**src/rtl/fw_pkg.sv**
```systemverilog
// Shared definitions for the blocked Floyd-Warshall tile scheduler.
// Phase encodings, FSM state type and parameter defaults.
package fw_pkg;

    localparam int NB_W_DEF    = 4;
    localparam int MAX_OUT_DEF = 2;

    localparam logic [1:0] PH_DIAG   = 2'b00;
    localparam logic [1:0] PH_ROWCOL = 2'b01;
    localparam logic [1:0] PH_DD     = 2'b11;

    typedef enum logic [1:0] {
        S_IDLE,
        S_ISSUE,
        S_DRAIN,
        S_FIN
    } state_t;

endpackage

```
**src/rtl/fw_tile_iter.sv**
```systemverilog
// Walks the (phase, i, j) tiles of one phase group of round k.
// load selects the first tile of a group, adv steps to the next one.
module fw_tile_iter
    import fw_pkg::*;
#(
    parameter int NB_W = NB_W_DEF
) (
    input  logic            clk,
    input  logic            reset,
    input  logic            load,
    input  logic            adv,
    input  logic [1:0]      ld_phase,
    input  logic [NB_W-1:0] k,
    input  logic [NB_W:0]   n,
    output logic [1:0]      phase,
    output logic [NB_W-1:0] i,
    output logic [NB_W-1:0] j,
    output logic            last
);

    logic [NB_W-1:0] first;
    logic [NB_W:0]   ni;
    logic [NB_W:0]   nj;

    // Increment a coordinate, hopping over the pivot index k.
    function automatic logic [NB_W:0] skip_inc(
        input logic [NB_W-1:0] x,
        input logic [NB_W-1:0] kk
    );
        logic [NB_W:0] t;
        t = {1'b0, x} + 1'b1;
        if (t == {1'b0, kk}) t = t + 1'b1;
        return t;
    endfunction

    // Lowest index other than k, candidate successors and end-of-group flag.
    always_comb begin
        first    = '0;
        first[0] = (k == '0);
        ni       = skip_inc(i, k);
        nj       = skip_inc(j, k);
        last     = 1'b1;
        case (phase)
            PH_ROWCOL: last = (j == k) && (ni >= n);
            PH_DD:     last = (nj >= n) && (ni >= n);
            default:   last = 1'b1;
        endcase
    end

    // Group start on load; otherwise step row part, column part or row-major.
    always_ff @(posedge clk) begin
        if (reset) begin
            phase <= PH_DIAG;
            i     <= '0;
            j     <= '0;
        end else if (load) begin
            phase <= ld_phase;
            case (ld_phase)
                PH_ROWCOL: begin
                    i <= k;
                    j <= first;
                end
                PH_DD: begin
                    i <= first;
                    j <= first;
                end
                default: begin
                    i <= k;
                    j <= k;
                end
            endcase
        end else if (adv) begin
            case (phase)
                PH_ROWCOL: begin
                    if (i == k) begin
                        if (nj < n) begin
                            j <= nj[NB_W-1:0];
                        end else begin
                            j <= k;
                            i <= first;
                        end
                    end else begin
                        i <= ni[NB_W-1:0];
                    end
                end
                PH_DD: begin
                    if (nj < n) begin
                        j <= nj[NB_W-1:0];
                    end else begin
                        j <= first;
                        i <= ni[NB_W-1:0];
                    end
                end
                default: ;
            endcase
        end
    end

endmodule

```
**src/rtl/fw_tile_sched.sv**
```systemverilog
// Blocked Floyd-Warshall tile scheduler: rounds, phase barriers,
// in-flight tile limit and valid/ready descriptor handshake.
module fw_tile_sched
    import fw_pkg::*;
#(
    parameter int NB_W    = NB_W_DEF,
    parameter int MAX_OUT = MAX_OUT_DEF
) (
    input  logic            clk,
    input  logic            reset,
    input  logic            start,
    input  logic [NB_W:0]   num_blocks,
    output logic            tile_valid,
    input  logic            tile_ready,
    output logic [1:0]      tile_phase,
    output logic [NB_W-1:0] tile_i,
    output logic [NB_W-1:0] tile_j,
    output logic [NB_W-1:0] tile_k,
    input  logic            tile_done,
    output logic            busy,
    output logic            done,
    output logic            err
);

    localparam int OW = $clog2(MAX_OUT + 1);

    state_t          state;
    state_t          state_nxt;
    logic [NB_W:0]   n;
    logic [NB_W:0]   n_nxt;
    logic [NB_W-1:0] k;
    logic [NB_W-1:0] k_nxt;
    logic [OW-1:0]   outstanding;
    logic [OW-1:0]   out_nxt;
    logic            err_nxt;
    logic            xfer;
    logic            cnt_dn;
    logic            stray;
    logic            load;
    logic            adv;
    logic            last;
    logic            last_round;
    logic [1:0]      ld_phase;

    assign tile_valid = (state == S_ISSUE) && (outstanding != OW'(MAX_OUT));
    assign xfer       = tile_valid && tile_ready;
    assign cnt_dn     = tile_done && ((outstanding != '0) || xfer);
    assign stray      = tile_done && (outstanding == '0) && !xfer;
    assign adv        = xfer && !last;
    assign last_round = ({1'b0, k} == n - 1'b1);
    assign busy       = (state == S_ISSUE) || (state == S_DRAIN);
    assign done       = (state == S_FIN);
    assign tile_k     = k;

    fw_tile_iter #(
        .NB_W(NB_W)
    ) u_iter (
        .clk     (clk),
        .reset   (reset),
        .load    (load),
        .adv     (adv),
        .ld_phase(ld_phase),
        .k       (k_nxt),
        .n       (n_nxt),
        .phase   (tile_phase),
        .i       (tile_i),
        .j       (tile_j),
        .last    (last)
    );

    // In-flight tile count: up on transfer, down on writeback.
    always_comb begin
        out_nxt = outstanding;
        case ({xfer, cnt_dn})
            2'b10:   out_nxt = outstanding + 1'b1;
            2'b01:   out_nxt = outstanding - 1'b1;
            default: out_nxt = outstanding;
        endcase
    end

    // Run sequencing: group issue, barrier drain, skip of empty groups.
    always_comb begin
        state_nxt = state;
        n_nxt     = n;
        k_nxt     = k;
        load      = 1'b0;
        ld_phase  = PH_DIAG;
        err_nxt   = err | stray;
        unique case (state)
            S_IDLE: begin
                if (start) begin
                    n_nxt   = num_blocks;
                    k_nxt   = '0;
                    err_nxt = 1'b0;
                    if (num_blocks == '0) begin
                        state_nxt = S_FIN;
                    end else begin
                        load      = 1'b1;
                        state_nxt = S_ISSUE;
                    end
                end
            end
            S_ISSUE: begin
                if (xfer && last) state_nxt = S_DRAIN;
            end
            S_DRAIN: begin
                if (out_nxt == '0) begin
                    if (tile_phase == PH_DIAG && n != (NB_W+1)'(1)) begin
                        load      = 1'b1;
                        ld_phase  = PH_ROWCOL;
                        state_nxt = S_ISSUE;
                    end else if (tile_phase == PH_ROWCOL) begin
                        load      = 1'b1;
                        ld_phase  = PH_DD;
                        state_nxt = S_ISSUE;
                    end else if (last_round) begin
                        state_nxt = S_FIN;
                    end else begin
                        k_nxt     = k + 1'b1;
                        load      = 1'b1;
                        state_nxt = S_ISSUE;
                    end
                end
            end
            S_FIN: begin
                state_nxt = S_IDLE;
            end
        endcase
    end

    // State, run size, round index, in-flight count and sticky error.
    always_ff @(posedge clk) begin
        if (reset) begin
            state       <= S_IDLE;
            n           <= '0;
            k           <= '0;
            outstanding <= '0;
            err         <= 1'b0;
        end else begin
            state       <= state_nxt;
            n           <= n_nxt;
            k           <= k_nxt;
            outstanding <= out_nxt;
            err         <= err_nxt;
        end
    end

endmodule

```
**config.mk**
```make
export PLATFORM = sky130hd
export DESIGN_NAME = fw_tile_sched
export DESIGN_NICKNAME = d
export VERILOG_FILES = /design/src/rtl/fw_pkg.sv /design/src/rtl/fw_tile_iter.sv /design/src/rtl/fw_tile_sched.sv
export SDC_FILE = /design/constraint.sdc
export NUM_CORES = 1
export LEC_CHECK = 0
export BUFFER_PORTS_ARGS = -buffer_cell sky130_fd_sc_hd__buf_2
export CAP_MARGIN = 30
export CORE_MARGIN = 3
export CORE_UTILIZATION = 59
export CTS_CLUSTER_SIZE = 24
export DETAILED_ROUTE_END_ITERATION = 8
export MAX_ROUTING_LAYER = met4
export PLACE_DENSITY = 0.8
export SKIP_LAST_GASP = 1
export SLEW_MARGIN = 25
export SYNTH_ARGS = -nofsm -noshare
export SYNTH_HDL_FRONTEND = slang
export SYNTH_SLANG_ARGS = --single-unit
```
**constraint.sdc**
```tcl
create_clock -name clk -period 10.7 [get_ports clk]
set_clock_uncertainty 0.1 [all_clocks]
set_input_delay 0.535 -clock clk [delete_from_list [all_inputs] [get_ports clk]]
set_output_delay 0.535 -clock clk [all_outputs]
set_load 0.02 [all_outputs]
```
### Yosys cells after proc, flatten, opt, wreduce, memory -nomap -nowiden

Index checks and enable logic that the tools add are counted.

| operators by class | value |
|---|---|
| $lt $le $gt $ge | 3 |
| mux-type cells | 47 |
| bitwise gates (word level) | 1 |
| reductions and logical operators | 27 |
| add/sub/neg operators | 8 |
| equal/unequal tests | 22 |

Operators by type and width:

| cell | number |
|---|---|
| two-way mux 4 bit | 17 |
| case mux 4 bit (2 select lines) | 3 |
| two-way mux 2 bit | 11 |
| two-way mux 5 bit | 4 |
| adder 4 x 1 -> 5 bit (second input constant) | 2 |
| adder 5 x 1 -> 5 bit (second input constant) | 2 |
| equality test 2 bit (second input constant) | 5 |
| equality test 5 x 4 -> 1 bit | 2 |
| >= comparator 5 bit | 2 |
| logical AND 1 bit | 10 |
| equality test 2 x 1 -> 1 bit (second input constant) | 4 |
| equality test 4 bit | 2 |
| zero test 2 bit | 4 |
| two-way mux 1 bit | 8 |
| case mux 2 bit (4 select lines) | 1 |
| AND reduction 3 bit | 2 |
| equality test 4 x 5 -> 1 bit | 1 |
| zero test 5 bit | 1 |
| less-than comparator 5 bit | 1 |
| inequality test 5 x 1 -> 1 bit (second input constant) | 1 |
| subtractor 5 x 1 -> 5 bit (second input constant) | 1 |
| adder 4 x 1 -> 4 bit (second input constant) | 1 |
| zero test 4 bit | 1 |
| inequality test 2 x 1 -> 1 bit (second input constant) | 2 |
| 15 further kinds | 20 |

| word-level totals | value |
|---|---|
| input bits | 10 |
| output and inout port bits | 18 |
| register bits after elaboration | 24 |

### Longest topological paths before layout

Gate-level depths: netlist of run 1.

| depth | value |
|---|---|
| depth after elaboration | 19 |
| depth in mapped cells | 30 |
| gate-level depth less buffers | 29 |

### Hierarchy

From an unflattened synthesis of run 1, not the netlist that was laid out.

| unflattened totals | value |
|---|---|
| cells, all modules | 306 |
| area, all modules | 2,502.4 um^2 |

By module, submodules not included:

| module | sequential area each (um^2) | times used | area each (um^2) | cells each |
|---|---|---|---|---|
| fw_tile_iter | 200.2 | 1 | 1,490.2 | 186 |
| fw_tile_sched | 280.3 | 1 | 1,012.2 | 120 |

### Least setup slack after synthesis of run 1

Ideal clock, no wire load.

| path | value |
|---|---|
| path type | flip-flop to flip-flop |
| start | reg state[1] |
| end | reg u_iter.j[0] |
| slack | 4,719 ps |
| period minus slack after synthesis | 5,981 ps |
| setup time | 86 ps |
| arrival time | 5,795 ps |
| stages on the path, launching flop included | 29 |
| required time | 10,514 ps |
| cell sequence | dfxtp_1 > inv_1 > ha_1 > a21boi_0 > nand2_1 > and2_1 > nor2b_1 > ha_1 > nor2b_1 > a22o_1 > nand2_1 > a21o_1 > or4_1 > nand3_2 > xor2_1 > nand3b_1 > xor2_1 > ha_1 > nor2b_1 > o21a_1 > o21a_1 > o21ai_0 > nand2b_1 > a31oi_1 > o21ai_0 > a211oi_2 > a21oi_4 > o21bai_1 > a221oi_2 |

| between the ends | value |
|---|---|
| longest elaborated chain between the ends | 19 |
| elaborated cells on any way between the ends | 47 |

Ends and longest elaborated chain:

| what | RTL line | source |
|---|---|---|
| start, declared | fw_tile_sched.sv:27 | `state_t state;` |
| start signal, assigned | fw_tile_sched.sv:140 | `state <= state_nxt;` |
| equality test 2 x 1 -> 1 bit * | fw_tile_sched.sv:45 | `assign tile_valid = (state == S_ISSUE) && (outstanding != OW'(MAX_OUT));` |
| logical AND 1 bit * | fw_tile_sched.sv:45 |  |
| named net tile_valid | fw_tile_sched.sv:13 | `output logic tile_valid,` |
| logical AND 1 bit * | fw_tile_sched.sv:46 | `assign xfer = tile_valid && tile_ready;` |
| logical OR 1 bit | fw_tile_sched.sv:47 | `assign cnt_dn = tile_done && ((outstanding != '0) \|\| xfer);` |
| logical AND 1 bit | fw_tile_sched.sv:47 |  |
| equality test 2 x 1 -> 1 bit or equality test 2 bit (tied branches) | fw_tile_sched.sv:74 | `case ({xfer, cnt_dn})` |
| case mux 2 bit (2 select lines) | fw_tile_sched.sv:74 |  |
| (+4 left out) | -- |  |
| two-way mux 5 bit | fw_tile_iter.sv:32 | `if (t == {1'b0, kk}) t = t + 1'b1;` |
| >= comparator 5 bit, on equally long branches | fw_tile_iter.sv:45, fw_tile_iter.sv:44 |  |
| logical AND 1 bit, on equally long branches | fw_tile_iter.sv:45, fw_tile_iter.sv:44 |  |
| case mux 1 bit (2 select lines) | fw_tile_iter.sv:43 | `case (phase)` |
| zero test 1 bit | fw_tile_sched.sv:49 | `assign adv = xfer && !last;` |
| logical AND 1 bit | fw_tile_sched.sv:49 |  |
| nonzero test 2 bit (no line) | -- |  |
| AND reduction 3 bit (no line) | -- |  |
| end signal, assigned | fw_tile_iter.sv:79 | `j <= k;` |
| end signal, assigned | fw_tile_iter.sv:88 | `j <= nj[NB_W-1:0];` |
| end signal, assigned | fw_tile_iter.sv:90 | `j <= first;` |
| end, declared | fw_tile_iter.sv:17 | `output logic [NB_W-1:0] j,` |

The timed path passes the listed nets; every way through them passes the cells marked *. The select of a mux whose other input is x is not followed.
A chain may end at the register's enable or synchronous reset.

### Worst setup path in the final report of run 1

| path | value |
|---|---|
| start | reg state[1] |
| end | reg u_iter.i[3] |

| between the ends | value |
|---|---|
| longest elaborated chain between the ends | 19 |
| elaborated cells on any way between the ends | 44 |

Ends and longest elaborated chain:

| what | RTL line | source |
|---|---|---|
| equality test 2 x 1 -> 1 bit | fw_tile_sched.sv:45 |  |
| logical AND 1 bit | fw_tile_sched.sv:45 |  |
| logical AND 1 bit | fw_tile_sched.sv:46 |  |
| logical OR 1 bit | fw_tile_sched.sv:47 |  |
| logical AND 1 bit | fw_tile_sched.sv:47 |  |
| equality test 2 x 1 -> 1 bit or equality test 2 bit (tied branches) | fw_tile_sched.sv:74 |  |
| case mux 2 bit (2 select lines) | fw_tile_sched.sv:74 |  |
| zero test 2 bit | fw_tile_sched.sv:107 | `if (out_nxt == '0) begin` |
| (+3 left out) | -- |  |
| two-way mux 5 bit | fw_tile_iter.sv:32 |  |
| >= comparator 5 bit, on equally long branches | fw_tile_iter.sv:45, fw_tile_iter.sv:44 |  |
| logical AND 1 bit, on equally long branches | fw_tile_iter.sv:45, fw_tile_iter.sv:44 |  |
| case mux 1 bit (2 select lines) | fw_tile_iter.sv:43 |  |
| zero test 1 bit | fw_tile_sched.sv:49 |  |
| logical AND 1 bit | fw_tile_sched.sv:49 |  |
| nonzero test 2 bit (no line) | -- |  |
| AND reduction 4 bit (no line) | -- |  |
| end signal, assigned | fw_tile_iter.sv:80 | `i <= first;` |
| end signal, assigned | fw_tile_iter.sv:83 | `i <= ni[NB_W-1:0];` |
| end signal, assigned | fw_tile_iter.sv:91 | `i <= ni[NB_W-1:0];` |
| end, declared | fw_tile_iter.sv:16 | `output logic [NB_W-1:0] i,` |

Several ways; a longest one is shown, not always the timed one. The select of a mux whose other input is x is not followed.

==> results.sh, run 1 <==
export IMPL_place_area_um2=2655
export IMPL_max_slew_margin_rel_pct=50.26
export IMPL_postLayoutCoreUtil_pct=67.19
export IMPL_htreeDepth=1
export IMPL_die_x_um=71.47
export IMPL_finalSetupTns_ns=0
export IMPL_syn_avg_cell_area_um2=8.183
export IMPL_path_common_cell="ha_1"
export IMPL_wl_mm=6.652
export IMPL_cpPeakStageDelay_ns=0.53
export IMPL_worstPathRequired_ns=10.76
export IMPL_ys_flop_type="dfxtp_1"
export IMPL_synth_seq_cells=24
export IMPL_drt_iter0_drc=336
export IMPL_synth_seq_area_share_pct=19.00
export IMPL_die_h_um=71.47
export IMPL_synth_cell_area_um2=2529
export IMPL_power_frac_comb_pct=65.2
export IMPL_critPathLaunchType="register"
export IMPL_cpMaxStageDelayCell="a221o_1"
export IMPL_portBuffers=27
export IMPL_ios=28
export IMPL_hold_viol=0
export IMPL_min_from="start"
export IMPL_timing_final_crit_share_pct=59.77
export IMPL_core_area_um2=4058
export IMPL_antenna_found_initial=0
export IMPL_diodes=0
export IMPL_place_congestion=0.9000
export IMPL_hold_end="err"
export IMPL_multi_input_comb_area_um2=1932
export IMPL_grt_max_degree=23
export IMPL_period_needed_ns=6.395
export IMPL_internal_power_uw=330.8
export IMPL_worstHoldPathType="input port to register"
export IMPL_fin_area_um2=2726
export IMPL_cp_arrival_ns=6.46
export IMPL_critical_path_top_delay_family="compound AO/OA/AOI/OAI gates"
export IMPL_r2r_end="u_iter.i[3]"
export IMPL_wl_per_cell_um=17.69
export IMPL_rsz0062_at_grt="false"
export IMPL_clock_latency_ns=0.28
export IMPL_cap_viol_max_count=0
export IMPL_initial_utilization_pct=62.32
export IMPL_drive_gt1_share_pct=14.72
export IMPL_numClockSinks=24
export IMPL_crit_fanout=10
export IMPL_crit_type="register to register"
export IMPL_async_reset_ff_share_pct=0
export IMPL_dr_pass1_iters=5
export IMPL_remaining_drc_errors=0
export IMPL_place_hpwl_mm=5.013
export IMPL_regArea_um2=480.5
export IMPL_worstHoldPathCells=2
export IMPL_synth_warning_count=0
export IMPL_crit_buf_inv=1
export IMPL_syn_to_final_growth_pct=7.818
export IMPL_overflow=0
export IMPL_maxSlewViolCount=0
export IMPL_crit_cells=27
export IMPL_clkPwrFrac_pct=13.0
export IMPL_post_cts_resized=0
export IMPL_cts_setup_buffers=0
export IMPL_switching_share_pct=49.68
export IMPL_via_count=2507
export IMPL_row_count=23
export IMPL_cts_tree="yes"
export IMPL_cp_end_kind="register"
export IMPL_grt_pass1_vias=2206
export IMPL_reg2reg_depth=27
export IMPL_cellPowerDensity_nw_per_um2=241.1
export IMPL_clockBufferDepth=2
export IMPL_switchingPower_uw=326.5
export IMPL_max_vdd_ir_drop_mv=0.1463
export IMPL_syn_num_nets=341
export IMPL_tightest_slew_ns=0.7428
export IMPL_sequentialPowerShare_pct=21.8
export IMPL_synth_edf_count=0
export IMPL_setup_violations=0
export IMPL_reg2reg_slack_ns=4.30
export IMPL_grt_pass1_wl_mm=10.96
export IMPL_ys_types=67
export IMPL_cts_root_buf="clkbuf_8"
export IMPL_status="finished, final reports clean"
export IMPL_grt_total_usage_pct=27.34
export IMPL_numCtsBuffers=3
export IMPL_fmax_mhz=156.4
export IMPL_vias_per_cell=6.668
export IMPL_dieArea_um2=5107
export IMPL_path_clk_slew_ns=0.10
export IMPL_fill_cells=353
export IMPL_synth_cells=309
export IMPL_timing_rr_start="state[1]"
export IMPL_finalPower_uw=657.3
export IMPL_leakagePower_nw=1.141
export IMPL_ant_nets=0
export IMPL_final_nets=359
export IMPL_cts_hold_buffers=0
## synthesized netlist by cell type, types with 2 or more instances
| library cell | instances | area (um^2) |
|---|---|---|
| or3_1 | 3 | 18.77 |
| o21a_1 | 2 | 15.01 |
| mux2i_1 | 12 | 120.1 |
| nand2b_1 | 7 | 43.79 |
| o21ai_1 | 4 | 20.02 |
| nand4_1 | 2 | 12.51 |
| dfxtp_1 | 24 | 480.5 |
| clkbuf_1 | 8 | 30.03 |
| nor2_1 | 19 | 71.32 |
| a211oi_1 | 4 | 30.03 |
| o211ai_1 | 6 | 45.04 |
| buf_6 | 2 | 22.52 |
| a221oi_1 | 8 | 70.07 |
| and2_1 | 7 | 43.79 |
| a21o_1 | 2 | 15.01 |
| nand3_1 | 12 | 60.06 |
| or4_1 | 3 | 22.52 |
| nand2_1 | 20 | 75.07 |
| inv_1 | 12 | 45.04 |
| nor4_1 | 2 | 12.51 |
| o21ai_0 | 12 | 60.06 |
| ha_1 | 22 | 275.3 |
| a21oi_1 | 17 | 85.08 |
| and3_1 | 4 | 25.02 |
| xor2_1 | 7 | 61.31 |
| xnor2_1 | 18 | 157.7 |
| a31oi_1 | 7 | 43.79 |
| buf_2 | 3 | 15.01 |
| nor3_1 | 9 | 45.04 |
| nor2b_1 | 13 | 81.33 |
| a22oi_1 | 2 | 15.01 |
## cells by family (layout without fill, tap and decap cells)
family	count (synthesis)	count (layout)	share of synthesized area, %
compound gates	87	87	25.98
simple gates	110	110	23.70
mux	14	14	6.086
buf+inv	26	43	4.601
fa+ha+maj	22	22	10.89
flops	24	24	19.00
xor+xnor	26	26	9.748
## metrics by stage
stage	hold slack, ns	cells	worst slack [ns]
6_report	0.3965	376	4.305
5_1_grt	0.3997	376	3.818
4_1_cts	0.3889	376	4.390
3_5_place_dp	0.4200	372	4.460
3_3_place_gp	0.4139	372	4.591
2_1_floorplan	0.3916	309	4.719
## routing by layer
layer,global-route usage [%],vias up,wire (um)
met5,-,-,0
met3,3.226,12,518
met1,38.71,1180,3023
li1,-,1182,-
met2,42.24,133,3029
met4,5.219,0,80
## cells in the final DEF (no fill, tap or decap), drive strengths merged, types with 3 or more instances in the layout
master	count
or3	3
clkbuf	3
or4	3
nor2b	13
xor2	7
a21oi	19
a221oi	9
nor2	19
nand2	20
buf	27
o21ai	17
a211oi	5
and3	4
inv	12
nand2b	7
mux2i	13
a21o	3
nor3	9
a2111oi	3
nand3	13
a31oi	7
dfxtp	24
and2	7
xnor2	19
ha	22
o211ai	7
## worst reg2reg max path, stage by stage, from the launching register on
cell,delay (ns)
dfxtp_1,0.34
inv_1,0.10
ha_1,0.19
a21boi_0,0.23
nand2_1,0.16
and2_1,0.20
nor2b_1,0.12
ha_1,0.29
nor2b_1,0.21
a22o_1,0.23
nand2_1,0.11
a2111oi_1,0.40
a221o_1,0.53
xnor2_1,0.24
and2_1,0.22
and4_1,0.23
xnor2_1,0.26
ha_1,0.31
o21a_1,0.11
o21a_1,0.16
o21ai_0,0.14
nand2b_1,0.12
a31oi_1,0.15
o21ai_0,0.16
a211oi_2,0.42
o21ai_4,0.14
a221oi_1,0.29
nor3_1,0.09
## power by group through the flow
stage	clock network, mW	logic [mW]	registers (mW)
finish	0.0855	0.429	0.143
global placement	0	0.410	0.144
CTS	0.0852	0.421	0.142
floorplan	0	0.320	0.145
detailed placement	0	0.416	0.144
global route	0.0880	0.474	0.147
## worst max path at each step
stage,start,end,slack (ns)
global placement,state[1],u_iter.i[2],4.59
global route,state[1],u_iter.i[3],3.82
finish,state[1],u_iter.i[3],4.30
CTS,state[1],u_iter.j[0],4.39
floorplan,state[1],u_iter.j[0],4.72
detailed placement,state[1],u_iter.i[3],4.46
## layout make-up
| cell class | instances | share of cell area (%) |
|---|---|---|
| Multi-Input combinational cell | 259 | 70.86 |
| Sequential cell | 24 | 17.62 |
| Timing Repair Buffer | 27 | 4.956 |
| Tap cell | 50 | 2.295 |
| Inverter | 12 | 1.652 |
| Clock buffer | 3 | 1.514 |
| Clock inverter | 1 | 1.101 |
## sequential cells by signal, indices dropped and copies added, names as in the netlist
register / cells
err: 1
n: 5
outstanding: 2
state: 2
tile_k: 4
u_iter.i: 4
u_iter.j: 4
u_iter.phase: 2
Note: power is estimated with default switching activity, not from simulation.
==> run 2, diff against run 1 <==
Settings changed: ABC_AREA set to 1, CORE_UTILIZATION 59 to 54, PLACE_DENSITY 0.8 to 0.77.
Clock period 10.7 ns to 5.7 ns, I/O delays scaled along.
==> results.sh, run 2 <==
export IMPL_syn_to_final_growth_pct=9.962
export IMPL_wl_met1_mm=3.284
export IMPL_drive_gt1_share_pct=16.38
export IMPL_core_area_um2=4534
export IMPL_cts_tree="yes"
export IMPL_ys_top_cells_by_area="dfxtp_1 18%, nand2_1 18%, ha_1 10%, nor2_1 8.0%, inv_1 7.9%"
export IMPL_largest_reg_flops=5
export IMPL_wl_mm=6.710
export IMPL_cp_end_kind="register"
export IMPL_grt_total_usage_pct=25.11
export IMPL_crit_fanout=10
export IMPL_crit_buf_inv=7
export IMPL_top_layer_used="met4"
export IMPL_critPathLaunchType="register"
export IMPL_period_needed_ns=5.058
export IMPL_cts_setup_buffers=0
export IMPL_post_cts_resized=0
export IMPL_die_x_um=75.72
export IMPL_place_hpwl_mm=5.517
export IMPL_timing_final_crit_share_pct=88.74
export IMPL_dr_pass1_iters=5
export IMPL_clock_latency_ns=0.27
export IMPL_via_count=2709
export IMPL_row_count=24
export IMPL_cp_arrival_ns=5.17
export IMPL_ant_nets=0
export IMPL_fill_cells=461
export IMPL_ys_flop_type="dfxtp_1"
export IMPL_hold_viol=0
export IMPL_ios=28
export IMPL_antenna_found_initial=0
export IMPL_synth_edf_count=0
export IMPL_synth_cells=430
export IMPL_overflow=0
export IMPL_numClockSinks=24
export IMPL_wl_per_cell_um=12.83
export IMPL_cts_hold_buffers=0
export IMPL_tightest_slew_ns=0.4633
export IMPL_cellPowerDensity_nw_per_um2=709.0
export IMPL_vias_per_cell=5.180
export IMPL_dr_wl_met3_um=268
export IMPL_grt_pass1_vias=2388
export IMPL_portBuffers=27
export IMPL_cpMaxStageDelayCell="dfxtp_1"
export IMPL_cap_viol_max_count=0
export IMPL_synth_seq_area_share_pct=18.30
export IMPL_leakagePower_nw=1.589
export IMPL_synth_warning_count=0
export IMPL_syn_avg_cell_area_um2=6.105
export IMPL_crit_type="register to register"
export IMPL_final_common_cell="nand2_1"
export IMPL_fmax_mhz=197.7
export IMPL_maxSlewViolCount=0
export IMPL_initial_utilization_pct=57.89
export IMPL_grt_pass1_wl_mm=10.75
export IMPL_regMostFlops="n"
export IMPL_die_h_um=75.72
export IMPL_async_reset_ff_share_pct=0
export IMPL_synth_top_area_share_pct=18.30
export IMPL_place_congestion=0.9545
export IMPL_wl_met2_mm=3.096
export IMPL_max_vdd_ir_drop_mv=0.3326
export IMPL_max_slew_margin_rel_pct=68.78
export IMPL_rsz0062_at_grt="false"
export IMPL_worstHoldPathType="input port to register"
export IMPL_grt_max_degree=14
export IMPL_setup_violations=0
export IMPL_remaining_drc_errors=0
export IMPL_yosysMostFrequentCell="nand2_1"
export IMPL_dieArea_um2=5734
export IMPL_whs_ns=0.1637
export IMPL_synth_seq_cells=24
export IMPL_final_nets=491
export IMPL_critical_path_top_delay_family="simple AND/OR/NAND/NOR gates"
export IMPL_syn_num_nets=462
export IMPL_ys_types=33
export IMPL_cpPeakStageDelay_ns=0.39
export IMPL_status="finished, final reports clean"
export IMPL_finalSetupTns_ns=0
export IMPL_mostFrequentLayoutCells="124 x nand2_1, 56 x nor2_1, 55 x inv_1"
export IMPL_drt_iter0_drc=164
export IMPL_cts_root_buf="clkbuf_8"
export IMPL_path_clk_slew_ns=0.09
export IMPL_yosysTopAreaCell="dfxtp_1"
export IMPL_synth_cell_area_um2=2625
export IMPL_path_common_cell="nand2_1"
export IMPL_diodes=0
export IMPL_htreeDepth=1
export IMPL_netlist_top_cells_count="124 x nand2_1, 56 x nor2_1, 55 x inv_1, 37 x nand3_1, 24 x dfxtp_1"
export IMPL_numCtsBuffers=3
export IMPL_clockBufferDepth=2
export IMPL_worstPathRequired_ns=5.81
[run 2: changes by cell type after synthesis, sizes merged, moves of 5 or more]
cell,change
a221oi,-9
a31oi,-7
and2,-5
clkbuf,-6
inv,+50
mux2i,-13
nand2,+118
nand2b,-7
nand3,+32
nand4,+7
nor2,+45
nor2b,-13
o211ai,-7
xnor2,-15
[run 2: where the power goes]
part	total, mW	switching (mW)	internal, mW
sequential	0.311	0.0835	0.227
clock	0.120	0.0582	0.0618
combinational	1.62	1.04	0.573
total	2.05	1.18	0.862
[run 2: per-stage QoR]
step / std cells / setup WS [ns] / cell area [um^2] / util, % / total power [mW]
floorplan: 430 / 0.8691 / 2625 / - / 1.547
global placement: 519 / 0.8424 / 2831 / 62.44 / 1.890
detailed placement: 519 / 0.6811 / 2831 / 62.44 / 1.915
CTS: 523 / 0.6373 / 2887 / 63.66 / 2.043
global route: 523 / 0.07741 / 2887 / 63.66 / 2.264
finish: 523 / 0.6417 / 2887 / 63.66 / 2.047
[run 2: final timing paths]
check	endpoint	slack, ns	startpoint	cells past startpoint
worst min-delay path	err	0.16	tile_done	3
worst max register to register	u_iter.i[0]	0.64	state[1]	40
worst min register to register	err	0.38	err	2
worst max-delay path	u_iter.i[0]	0.64	state[1]	40
[run 2: cells by family after synthesis]
logic type	count (synthesis)	share of synthesized area [%]
AND/OR/NAND/NOR	269	49.19
buffers and inverters	66	9.533
AO/OA/AOI/OAI	37	7.483
flip-flops	24	18.30
adder cells (fa/ha/maj)	22	10.49
XOR/XNOR	12	5.005
[run 2: worst register-to-register path: cells and delay by family, from the launching register on]
family	cells	cell delay (ns)
AO/OA/AOI/OAI	3	0.35
adder cells (fa/ha/maj)	3	0.79
buffers and inverters	7	0.64
flip-flops	1	0.39
AND/OR/NAND/NOR	27	2.73
[run 2: metal layers]
layer / vias up / track usage, %
met4: 0 / 3.107
li1: 1416 / -
met2: 59 / 42.19
met5: - / -
met1: 1226 / 32.70
met3: 8 / 3.958
[run 2: area by class of cell]
cell class / count / area (um^2) / area share (%)
Multi-Input combinational cell: 340 / 1894 / 65.63
Sequential cell: 24 / 480.5 / 16.64
Inverter: 62 / 232.7 / 8.062
Timing Repair Buffer: 28 / 142.6 / 4.941
Tap cell: 65 / 81.33 / 2.818
Clock buffer: 4 / 55.05 / 1.907
==> run 3, diff against run 2 <==
Settings changed: SYNTH_HIERARCHICAL set to 1.
==> results.sh, run 3 <==
export IMPL_status="finished, final reports clean"
export IMPL_cts_tree="yes"
export IMPL_ant_nets=0
export IMPL_syn_num_nets=505
export IMPL_row_count=25
export IMPL_worstHoldPathType="input port to register"
export IMPL_tightest_slew_ns=0.7776
export IMPL_multi_input_comb_area_um2=1961
export IMPL_path_clk_slew_ns=0.09
export IMPL_diodes=0
export IMPL_place_area_um2=2954
export IMPL_grt_total_usage_pct=25.48
export IMPL_regArea_um2=480.5
export IMPL_syn_to_final_growth_pct=10.51
export IMPL_grt_pass1_vias=2808
export IMPL_via_count=3006
export IMPL_synth_cells=472
export IMPL_cts_root_buf="clkbuf_8"
export IMPL_final_nets=533
export IMPL_max_slew_margin_rel_pct=48.16
export IMPL_drt_iter0_drc=168
export IMPL_fmax_mhz=192.1
export IMPL_yosysTopAreaCell="nand2_1"
export IMPL_setup_violations=0
export IMPL_antenna_found_initial=0
export IMPL_finalPower_mw=1.763
export IMPL_critPathLaunchType="register"
export IMPL_cellPowerDensity_nw_per_um2=577.3
export IMPL_syn_avg_cell_area_um2=5.853
export IMPL_place_congestion=0.9529
export IMPL_drive_gt1_share_pct=18.24
export IMPL_max_vdd_ir_drop_mv=0.3836
export IMPL_cpPeakStageDelay_ns=0.33
export IMPL_synth_cell_area_um2=2763
export IMPL_ys_flop_type="dfxtp_1"
export IMPL_portBuffers=27
export IMPL_mostFrequentLayoutCells="152 x nand2_1, 72 x inv_1, 44 x nor2_1"
export IMPL_crit_type="register to register"
export IMPL_vias_per_cell=5.311
export IMPL_instances_no_fill=566
export IMPL_synth_seq_cells=24
export IMPL_path_common_cell="nand2_1"
export IMPL_synth_edf_count=0
export IMPL_grt_pass1_wl_mm=12.43
export IMPL_clockBufferDepth=2
export IMPL_dp_cells=561
export IMPL_worstPathRequired_ns=5.76
export IMPL_ys_types=37
export IMPL_regMostFlops="n"
export IMPL_core_area_um2=4848
export IMPL_largest_reg_flops=5
export IMPL_crit_fanout=6
export IMPL_clock_latency_ns=0.26
export IMPL_htreeDepth=1
export IMPL_die_h_um=77.53
export IMPL_cap_viol_max_count=0
export IMPL_setup_ws_ns=0.4950
export IMPL_leakagePower_nw=1.721
export IMPL_initial_utilization_pct=56.98
export IMPL_ios=28
export IMPL_final_common_cell="nand2_1"
export IMPL_numClockSinks=24
export IMPL_timing_final_crit_share_pct=91.32
export IMPL_maxSlewViolCount=0
export IMPL_dr_pass1_iters=5
export IMPL_reg2reg_slack_ns=0.49
export IMPL_cp_end_kind="register"
export IMPL_postLayoutCoreUtil_pct=62.97
export IMPL_overflow=0
export IMPL_ys_top_cells_by_area="nand2_1 21%, dfxtp_1 17%, ha_1 10%, inv_1 10%, nor2_1 6.0%"
export IMPL_remaining_drc_errors=0
export IMPL_synth_warning_count=6
export IMPL_numCtsBuffers=3
export IMPL_async_reset_ff_share_pct=0
export IMPL_place_hpwl_mm=5.763
export IMPL_dieArea_um2=6010
export IMPL_hold_viol=0
export IMPL_period_needed_ns=5.205
export IMPL_cpMaxStageDelayCell="dfxtp_1"
export IMPL_synth_top_area_share_pct=20.65
export IMPL_netlist_top_cells_count="152 x nand2_1, 75 x inv_1, 44 x nor2_1, 28 x nand3_1, 24 x dfxtp_1"
export IMPL_cp_arrival_ns=5.27
export IMPL_die_x_um=77.53
export IMPL_yosysMostFrequentCell="nand2_1"
export IMPL_post_place_ws_ns=0.09284
export IMPL_synth_seq_area_share_pct=17.39
export IMPL_wl_per_cell_um=12.79
export IMPL_fill_cells=461
export IMPL_grt_max_degree=15
export IMPL_fin_area_um2=3053
export IMPL_wl_mm=7.238
-- run 3: through the flow --
step           setup TNS [ns]  hold slack, ns
6_report                    0          0.1633
2_1_floorplan               0          0.2474
3_5_place_dp                0          0.3593
4_1_cts                     0          0.1623
3_3_place_gp                0          0.3682
5_1_grt               -0.1388          0.2011
-- run 3: timing repair --
item / CTS / global route
endpoints found under the setup margin: 0 / 10
buffers inserted: 0 / 1
hold buffers: 0 / 0
resized for setup: 0 / 12
-- run 3: power breakdown --
group	total [mW]	switching, mW	internal (mW)
registers	0.293	0.0751	0.218
clock network	0.117	0.0553	0.0617
logic	1.35	0.892	0.460
total	1.76	1.02	0.740
-- run 3: cell families after synthesis --
group | Yosys count | share of synthesized area [%]
fa+ha+maj | 23 | 10.42
compound gates | 55 | 12.05
xor+xnor | 7 | 2.219
simple gates | 272 | 44.97
flops | 24 | 17.39
buf+inv | 91 | 12.95
-- run 3: cell type report --
| class | instances | share of cell area [%] |
|---|---|---|
| inverter | 84 | 10.33 |
| sequential | 24 | 15.74 |
| multi-input combinational | 357 | 64.22 |
| clock buffer | 4 | 1.803 |
| tap | 67 | 2.746 |
| timing repair buffer | 30 | 5.164 |
-- run 3: worst max-delay path, delay by kind of cell (launching register included) --
kind            cells  cell delay (ns)
compound gates      7             0.99
flops               1             0.33
simple gates       20             2.19
xor+xnor            1             0.23
fa+ha+maj           3             0.64
buf+inv             7             0.62
-- run 3: routing by layer --
layer	GRT usage [%]	vias to the layer above	wire length (um)
met4	4.804	0	91
met2	41.02	108	3289
met3	3.016	12	453
met1	34.68	1358	3404
li1	-	1528	-
met5	-	-	0
-- run 3: final timing paths --
path,startpoint,to,cells after the start
max,state[1],state[0],38
min reg2reg,err,err,2
max reg2reg,state[1],state[0],38
min,tile_done,err,3
